==> config.mk <==
export PLATFORM = sky130hd
export DESIGN_NAME = fir_interp2_tx
export DESIGN_NICKNAME = d
export VERILOG_FILES = /design/src/rtl/fir_interp_pkg.sv /design/src/rtl/fir_round_sat.sv /design/src/rtl/fir_interp2_tx.sv
export SDC_FILE = /design/constraint.sdc
export NUM_CORES = 2
export LEC_CHECK = 0
export BUFFER_PORTS_ARGS = -buffer_cell sky130_fd_sc_hd__buf_2
export CORE_MARGIN = 5
export CORE_UTILIZATION = 62
export CTS_CLUSTER_DIAMETER = 100
export DETAILED_ROUTE_END_ITERATION = 8
export GPL_TIMING_DRIVEN = 0
export MAX_ROUTING_LAYER = met4
export PLACE_DENSITY_LB_ADDON = 0.08
export REMOVE_ABC_BUFFERS = 1
export SLEW_MARGIN = 10
export SYNTH_ARGS = -nofsm -noshare
export SYNTH_HDL_FRONTEND = slang
export SYNTH_SLANG_ARGS = --single-unit
==> constraint.sdc <==
create_clock -name CLK -period 16.8 [get_ports CLK]
set_input_delay 5.04 -clock CLK [delete_from_list [all_inputs] [get_ports CLK]]
set_output_delay 5.04 -clock CLK [all_outputs]
set_load 0.02 [all_outputs]
==> src/rtl/fir_interp_pkg.sv <==
// Shared constants for the 2x interpolating transmit FIR.
//   DATA_W / COEF_W : sample and coefficient widths (signed Q1.14)
//   FRAC_W          : fractional bits removed when rescaling the accumulator
//   PROD_W / ACC_W  : product and accumulator widths
//   H               : 9-tap lowpass prototype, split into even (phase0) and
//                     odd (phase1) polyphase branches by the datapath
//   state_t         : output sequencing FSM states
package fir_interp_pkg;

   localparam int DATA_W = 16;
   localparam int COEF_W = 16;
   localparam int FRAC_W = 14;
   localparam int PROD_W = DATA_W + COEF_W;
   localparam int ACC_W  = 35;
   localparam int N_DLY  = 5;

   localparam logic signed [COEF_W-1:0] H [0:8] = '{
      16'sh04F6, 16'sh0AE4, 16'sh1089, 16'sh1496, 16'sh160F,
      16'sh1496, 16'sh1089, 16'sh0AE4, 16'sh04F6
   };

   typedef enum logic [1:0] {
      S_IDLE = 2'd0,
      S_PH0  = 2'd1,
      S_PH1  = 2'd2
   } state_t;

endpackage

==> src/rtl/fir_round_sat.sv <==
// Rescales one polyphase accumulator to an output sample.
// Adds half an LSB, shifts right arithmetically by FRAC_W, then narrows to
// DATA_W bits.
//   Macro FIR_INTERP_SAT_EN defined   : clamp to the signed DATA_W range.
//   Macro FIR_INTERP_SAT_EN undefined : keep the low DATA_W bits (wrap).
// Ports:
//   acc_in     in  ACC_W   signed accumulator
//   sample_out out DATA_W  rounded Q1.14 sample
module fir_round_sat
   import fir_interp_pkg::*;
(
   input  logic signed [ACC_W-1:0]  acc_in,
   output logic        [DATA_W-1:0] sample_out
);

   localparam logic signed [ACC_W-1:0] RND = ACC_W'(1) << (FRAC_W - 1);

   logic signed [ACC_W-1:0] rounded;

`ifdef FIR_INTERP_SAT_EN
   localparam logic signed [ACC_W-1:0] MAX_V = (ACC_W'(1) << (DATA_W - 1)) - ACC_W'(1);
   localparam logic signed [ACC_W-1:0] MIN_V = -(ACC_W'(1) << (DATA_W - 1));

   logic signed [ACC_W-1:0] shifted;

   always_comb begin
      rounded = acc_in + RND;
      shifted = rounded >>> FRAC_W;
      if (shifted > MAX_V) begin
         sample_out = {1'b0, {(DATA_W-1){1'b1}}};
      end else if (shifted < MIN_V) begin
         sample_out = {1'b1, {(DATA_W-1){1'b0}}};
      end else begin
         sample_out = shifted[DATA_W-1:0];
      end
   end
`else
   always_comb begin
      rounded    = acc_in + RND;
      sample_out = DATA_W'(rounded >>> FRAC_W);
   end
`endif

endmodule

==> src/rtl/fir_interp2_tx.sv <==
// Transmit-side 2x polyphase interpolating lowpass FIR.
// Each accepted input sample produces two outputs: phase0 (even taps over
// d[0..4]) followed by phase1 (odd taps over d[0..3]).
// Build option: FIR_INTERP_SAT_EN selects clamping instead of wrap on the
// rescaled result (see fir_round_sat).
// Ports:
//   CLK        in   1       system clock, rising edge
//   RST        in   1       synchronous active-high reset
//   In_Sample  in   DATA_W  input sample, Q1.14
//   In_Valid   in   1       In_Sample valid
//   In_Ready   out  1       input accepted this cycle when In_Valid
//   Out_Sample out  DATA_W  interpolated sample, Q1.14
//   Out_Valid  out  1       Out_Sample valid
//   Out_Ready  in   1       downstream takes Out_Sample this cycle
//
// state  | meaning
// S_IDLE | waiting for an input sample, In_Ready high
// S_PH0  | new sample in delay line, load phase0 when output is free
// S_PH1  | load phase1 when output is free; may accept the next sample
module fir_interp2_tx
   import fir_interp_pkg::*;
(
   input  logic              CLK,
   input  logic              RST,
   input  logic [DATA_W-1:0] In_Sample,
   input  logic              In_Valid,
   output logic              In_Ready,
   output logic [DATA_W-1:0] Out_Sample,
   output logic              Out_Valid,
   input  logic              Out_Ready
);

   state_t                   state_q, state_d;
   logic signed [DATA_W-1:0] d_q [0:N_DLY-1];
   logic signed [DATA_W-1:0] d_d [0:N_DLY-1];
   logic        [DATA_W-1:0] out_sample_q, out_sample_d;
   logic                     out_valid_q, out_valid_d;

   logic signed [ACC_W-1:0]  acc_ph0, acc_ph1;
   logic signed [PROD_W-1:0] prod;
   logic        [DATA_W-1:0] ph0_sample, ph1_sample;
   logic                     out_free;
   logic                     in_ready;

   // Both branches work from the current (pre-shift) delay line, so phase1
   // of a pair is unaffected by a sample accepted in the same cycle.
   always_comb begin
      acc_ph0 = '0;
      acc_ph1 = '0;
      prod    = '0;
      for (int k = 0; k < N_DLY; k++) begin
         prod    = PROD_W'(d_q[k]) * PROD_W'(H[2*k]);
         acc_ph0 = acc_ph0 + ACC_W'(prod);
      end
      for (int k = 0; k < N_DLY - 1; k++) begin
         prod    = PROD_W'(d_q[k]) * PROD_W'(H[2*k+1]);
         acc_ph1 = acc_ph1 + ACC_W'(prod);
      end
   end

   fir_round_sat u_rs_ph0 (
      .acc_in     (acc_ph0),
      .sample_out (ph0_sample)
   );

   fir_round_sat u_rs_ph1 (
      .acc_in     (acc_ph1),
      .sample_out (ph1_sample)
   );

   always_comb begin
      out_free     = !out_valid_q || Out_Ready;
      state_d      = state_q;
      d_d          = d_q;
      out_sample_d = out_sample_q;
      // a consumed sample drops valid unless something reloads it below
      out_valid_d  = out_valid_q && !Out_Ready;
      in_ready     = 1'b0;

      case (state_q)
         S_IDLE: begin
            in_ready = 1'b1;
            if (In_Valid) begin
               d_d[0] = $signed(In_Sample);
               for (int k = 1; k < N_DLY; k++) d_d[k] = d_q[k-1];
               state_d = S_PH0;
            end
         end
         S_PH0: begin
            if (out_free) begin
               out_sample_d = ph0_sample;
               out_valid_d  = 1'b1;
               state_d      = S_PH1;
            end
         end
         S_PH1: begin
            in_ready = out_free;
            if (out_free) begin
               out_sample_d = ph1_sample;
               out_valid_d  = 1'b1;
               if (In_Valid) begin
                  d_d[0] = $signed(In_Sample);
                  for (int k = 1; k < N_DLY; k++) d_d[k] = d_q[k-1];
                  state_d = S_PH0;
               end else begin
                  state_d = S_IDLE;
               end
            end
         end
         default: begin
            state_d = S_IDLE;
         end
      endcase
   end

   always_ff @(posedge CLK) begin
      if (RST) begin
         state_q      <= S_IDLE;
         for (int k = 0; k < N_DLY; k++) d_q[k] <= '0;
         out_sample_q <= '0;
         out_valid_q  <= 1'b0;
      end else begin
         state_q      <= state_d;
         d_q          <= d_d;
         out_sample_q <= out_sample_d;
         out_valid_q  <= out_valid_d;
      end
   end

   assign In_Ready   = in_ready && !RST;
   assign Out_Sample = out_sample_q;
   assign Out_Valid  = out_valid_q;

endmodule
======== After elaboration in Yosys (flattened, before gate mapping) ========
Cells that the tools add are included.
storage, ports and cells
  input bits .............................. 20
  flip-flop bits (word level) ............. 99
  word-level logic and storage cells ...... 58
operators by class
  add/sub/neg operators ................... 9
  multiply operators ...................... 9
  muxes and demuxes ....................... 14
  reductions and logical operators ........ 13
  eq/ne operators ......................... 5
operators with widths
  operator                count
  $mux 80                 2
  $pmux 80 s2             1
  $mul 16x11->27 const B  4
  $add 30x30->30          3
  $mul 16x14->30 const B  3
  $add 30x15->30 const B  2
  $mul 16x13->29 const B  2
  $mux 16                 2
  $pmux 16 s2             1
  $add 28x30->30          1
  $add 29x30->30          1
  $add 30x28->30          1
  $add 30x29->30          1
  $mux 2                  3
  $ne 2x2->1 const B      3
  $pmux 2 s3              1
  $reduce_and 3->1        2
  $reduce_bool 2->1       2
  $logic_not 1->1         3
  $mux 1                  3
  $eq 2x1->1 const B      1
  $eq 2x2->1 const B      1
  $logic_and 1x1->1       2
  $logic_not 2->1         1
  other kinds (4)         4

======== Logic depth before layout (Yosys ltp) ========
  depth after elaboration ................. 8
  depth in mapped cells ................... 41
  gate-level depth less buffers ........... 41

======== By module ========
A second synthesis with hierarchy kept.
second synthesis, totals
  cell total of the unflattened synthesis .. 4570
  area, all modules ....................... 41287.1 µm²
by module, submodules not included
  module          sequential area each (µm²)  instances  area each (µm²)  cells each
  fir_interp2_tx  1981.9                      1          40531.4          4482
  fir_round_sat   0.0                         2          377.9            44

======== Worst setup path before layout ========
No wires, ideal clock.
  kind .................................... input to output
  start point ............................. input port RST
  end point ............................... output port In_Ready
  slack ................................... 6.028 ns
  stages .................................. 3
  data arrival time ....................... 5.732 ns
  cell sequence ........................... clkbuf_1 clkbuf_1 nor2_1
between the ends
  cells in the longest elaborated chain, start to end .. 2
RTL lines
  element            RTL line               text
  from (decl)        fir_interp2_tx.sv:24   input logic RST,
  $logic_not 1->1    fir_interp2_tx.sv:130  assign In_Ready = in_ready && !RST;
  $logic_and 1x1->1  fir_interp2_tx.sv:130
  to (decl)          fir_interp2_tx.sv:27   output logic In_Ready,
No other way between the ends.

======== Final worst setup path ========
  start point ............................. register d_q[66] (netlist name)
  end point ............................... register out_sample_q[14], in the netlist Out_Sample[14]
between the ends
  cells in the longest elaborated chain, start to end .. 8
  elaborated cells between the ends (all ways) .. 14
  classes of those cells .................. add/sub: 9; mul: 2; mux: 3
RTL lines
  element                       RTL line               text
  from (decl)                   fir_interp2_tx.sv:34   logic signed [DATA_W-1:0] d_q [0:N_DLY-1];
  from (signal assigned)        fir_interp2_tx.sv:124  d_q <= d_d;
  $mul 16x11->27                fir_interp2_tx.sv:52   prod = PROD_W'(d_q[k]) * PROD_W'(H[2*k]);
  $add 28x30->30                fir_interp2_tx.sv:53   acc_ph0 = acc_ph0 + ACC_W'(prod);
  $add 30x30->30 (2 in series)  fir_interp2_tx.sv:53
  $add 30x28->30                fir_interp2_tx.sv:53
  $add 30x15->30                fir_round_sat.sv:39    rounded = acc_in + RND;
  $mux 16                       fir_interp2_tx.sv:90   if (out_free) begin
  $pmux 16 s2 (*)               fir_interp2_tx.sv:80   case (state_q)
  to (signal assigned)          fir_interp2_tx.sv:125  out_sample_q <= out_sample_d;
  to (decl)                     fir_interp2_tx.sv:36   logic [DATA_W-1:0] out_sample_q, out_sample_d;
Mark *: on every way between the ends. The rest lies on a longest branch, timed or not. The select of a mux whose other input is x is not followed.
A chain may end at the register's enable or synchronous reset.

==> flow_summary.yaml <==
critical_path:
  worst_setup_path_start_kind: "flop"
  cp-end-kind: "flop"
  rr_worst_depth: 37
  reg2reg_from: "d_q[66]"
  r2r_end: "Out_Sample[14]"
  regToRegSetupSlack_ns: 5.30
  critPathArrivalTime_ns: 11.82
  critical_path.max_stage_delay_ns: 1.01
  crit_top_cell: "fa_1"
  cp.required_ns: 17.12
  worstSetupPathType: "reg2reg"
  cp_slowest_cell: "dfxtp_1"
  cp_max_fo: 10
detailed_routing:
  drt_iter0_drc: 1644
  firstDrtPassIters: 5
  final_antenna_net_count: 0
  wl_per_cell_um: 19.2
  drc_errors: 0
  via_count: 27300
  wl_um: 97900
  via_per_inst: 5.34
yosys:
  synth_top_area_cell: "fa_1"
  syn_area_um2: 38900
  synth_edf_count: 0
  yosys_register_bits: 99
  synth-seq-area-share_pct: 5.10
  synth.area.top_cells: "fa_1 (35%), ha_1 (27%), inv_1 (13%)"
  avgSynthCellArea_um2: 9.14
  synthFlopType: "dfxtp_1"
  synth_top_area_share_pct: 34.9
  syn_inst: 4250
  yosys_warnings: 0
  ys_types: 72
  synthArstFlopShare_pct: 0
min_path:
  hold_end: "Out_Sample[13]"
  hold_start: "Out_Sample[13]"
  min_path_cells: 2
  worstHoldPathType: "reg2reg"
grt:
  grt_pass1_vias: 28200
  grtUsageTotal_pct: 31.4
  grt_max_degree: 72
  antenna_found_initial: 0
  gr-total-overflow: 0
  grt_pass1_wl_um: 158000
cells_and_area:
  final_layout_size_suffix_gt1_share_pct: 2.34
  n_antenna_cell: 0
  fin_util_pct: 65.3
  fillCellCount: 5365
  syn2layout_area_growth_pct: 4.04
  finalNetCount: 5811
placed_design:
  dpl_worst_slack_ns: 5.61
  post-dp-hpwl_um: 83000
  gp_congestion: 0.942
  port-buffer-count: 37
cts:
  ctsHoldBuffers: 0
  postCtsSetupBuffers: 0
  clock-sinks: 99
  cts_tree: "done"
  cts_max_path_buffers: 2
  post_cts_resized: 0
  clkTransAtPathRegs_ns: 0.09
  cts_root_buf: "clkbuf_16"
  worstSkewPairLatency_ns: 0.41
  numCtsBuffers: 9
  htree_levels: 3
sta:
  final-hold-violation-count: 0
  tightest_slew_ns: 1.18
  fmax_mhz: 87.0
  post-route-min-period_ns: 11.50
  worst_clock_skew_ns: 0.0205
  fin_crit_sh_pct: 68.4
  slew_headroom_pct: 21.3
  setup_viol: 0
  tns_ns: 0
  whs_ns: 0.499
  rsz0062_at_grt: "false"
  fin_ws_ns: 5.30
  maxSlewViolCount: 0
floorplanning:
  rows: 91
  dieArea_um2: 67800
  start_util_pct: 62.7
  die_w_um: 260
  coreArea_um2: 61900
  die_h_um: 260
  io_pins: 38
power:
  p_per_area_nw_per_um2: 72.7
  leakagePower_uw: 0.0228
  peakVddDrop_v: 0.000127
outcome:
  status: "complete, no violations"
job:
  max_cap_viol_count: 0
layout by cell type (no fill, tap or decap), types with 6 or more instances in the layout:
cell type  synthesis  routed
or2_2             17      17
nor2_1           119     119
nor3_1            44      44
a21o_1            31      30
o21a_1            19      19
nand3_1           32      32
nor2b_1           26      26
o211ai_1          11      11
ha_1             851     851
fa_1             677     677
a41oi_1            6       6
inv_1           1311    1311
nand2_1          254     254
mux2i_1            8       8
a31oi_1           13      13
a311oi_1           7       7
o21bai_1          13      13
a21oi_1          194     193
nand2b_1          13      13
buf_2              0      36
clkbuf_16          0       9
o21ai_0           52      52
a211oi_1          19      19
dfxtp_1           99      95
nand4_1            8       8
o21ai_1           26      26
and3_1            16      16
xnor2_1          140     140
xor2_1            93      93
or3_1             18      18
and2_1             7       7
sequential cells by signal, indices dropped and copies added (netlist names):
register / count
Out_Sample: 16
Out_Valid: 1
d_q: 80
state_q: 2
where the power goes:
| part | internal (uW) | leakage [uW] | switching [uW] |
|---|---|---|---|
| clock network | 108 | 0.000139 | 133 |
| registers | 253 | 0.000806 | 47.6 |
| logic | 988 | 0.0218 | 1410 |
worst max path at each step:
stage / slack [ns] / cells past startpoint / from / end
floorplan: 6.22 / 3 / Out_Ready / In_Ready
global placement: 3.66 / 5 / In_Valid / d_q[62]
detailed placement: 5.61 / 38 / d_q[69] / Out_Sample[14]
CTS: 5.52 / 38 / d_q[69] / Out_Sample[14]
global route: 4.83 / 37 / d_q[66] / Out_Sample[14]
finish: 5.30 / 37 / d_q[66] / Out_Sample[14]
logic make-up (layout without fill, tap and decap cells):
family,after synthesis,after routing,share of synthesized area (%)
buffers and inverters,1353,1371,13.1
AO/OA/AOI/OAI,453,453,7.36
XOR/XNOR,233,233,5.25
adder cells (fa/ha/maj),1528,1528,62.3
AND/OR/NAND/NOR,574,574,6.68
flip-flops,99,99,5.10
multiplexers,10,10,0.264
area by class of cell:
| type | count | area [um2] | share of cell area, % |
|---|---|---|---|
| tap | 837 | 1050 | 2.59 |
| inverter | 1311 | 4920 | 12.2 |
| sequential | 99 | 1990 | 4.91 |
| multi-input combinational | 2798 | 31800 | 78.7 |
| clock inverter | 6 | 55.1 | 0.136 |
| timing repair buffer | 44 | 362 | 0.894 |
| clock buffer | 10 | 239 | 0.591 |
layer usage:
metal	vias to the layer above	GRT usage, %	share of wire [%]
met5	-	-	0
met4	0	11.2	4.6
met3	135	3.11	5.2
met2	656	49.9	46
met1	13400	42.5	44
li1	13100	-	-
cells in the mapped netlist, types with 17 or more instances:
cell type  count
a211oi_1      19
a21o_1        31
a21oi_1      194
clkbuf_1      41
dfxtp_1       99
fa_1         677
ha_1         851
inv_1       1311
nand2_1      254
nand3_1       32
nor2_1       119
nor2b_1       26
nor3_1        44
o21a_1        19
o21ai_0       52
o21ai_1       26
or2_2         17
or3_1         18
xnor2_1      140
xor2_1        93
metrics by stage:
stage	cells	cell area, um2	total power (uW)
floorplan	4208	38700	2100
global placement	5082	39900	2640
detailed placement	5089	40100	2690
CTS	5105	40400	2950
global route	5105	40400	3340
finish	5105	40400	2940
worst max-delay path: cells and delay by family (launching register included):
kind | cells | cell delay (ns)
xor+xnor | 1 | 0.25
simple gates | 4 | 0.73
flops | 1 | 1.01
fa+ha+maj | 14 | 6.14
buf+inv | 6 | 0.28
compound gates | 12 | 2.99
No activity file was read; power rests on OpenSTA's default activity.
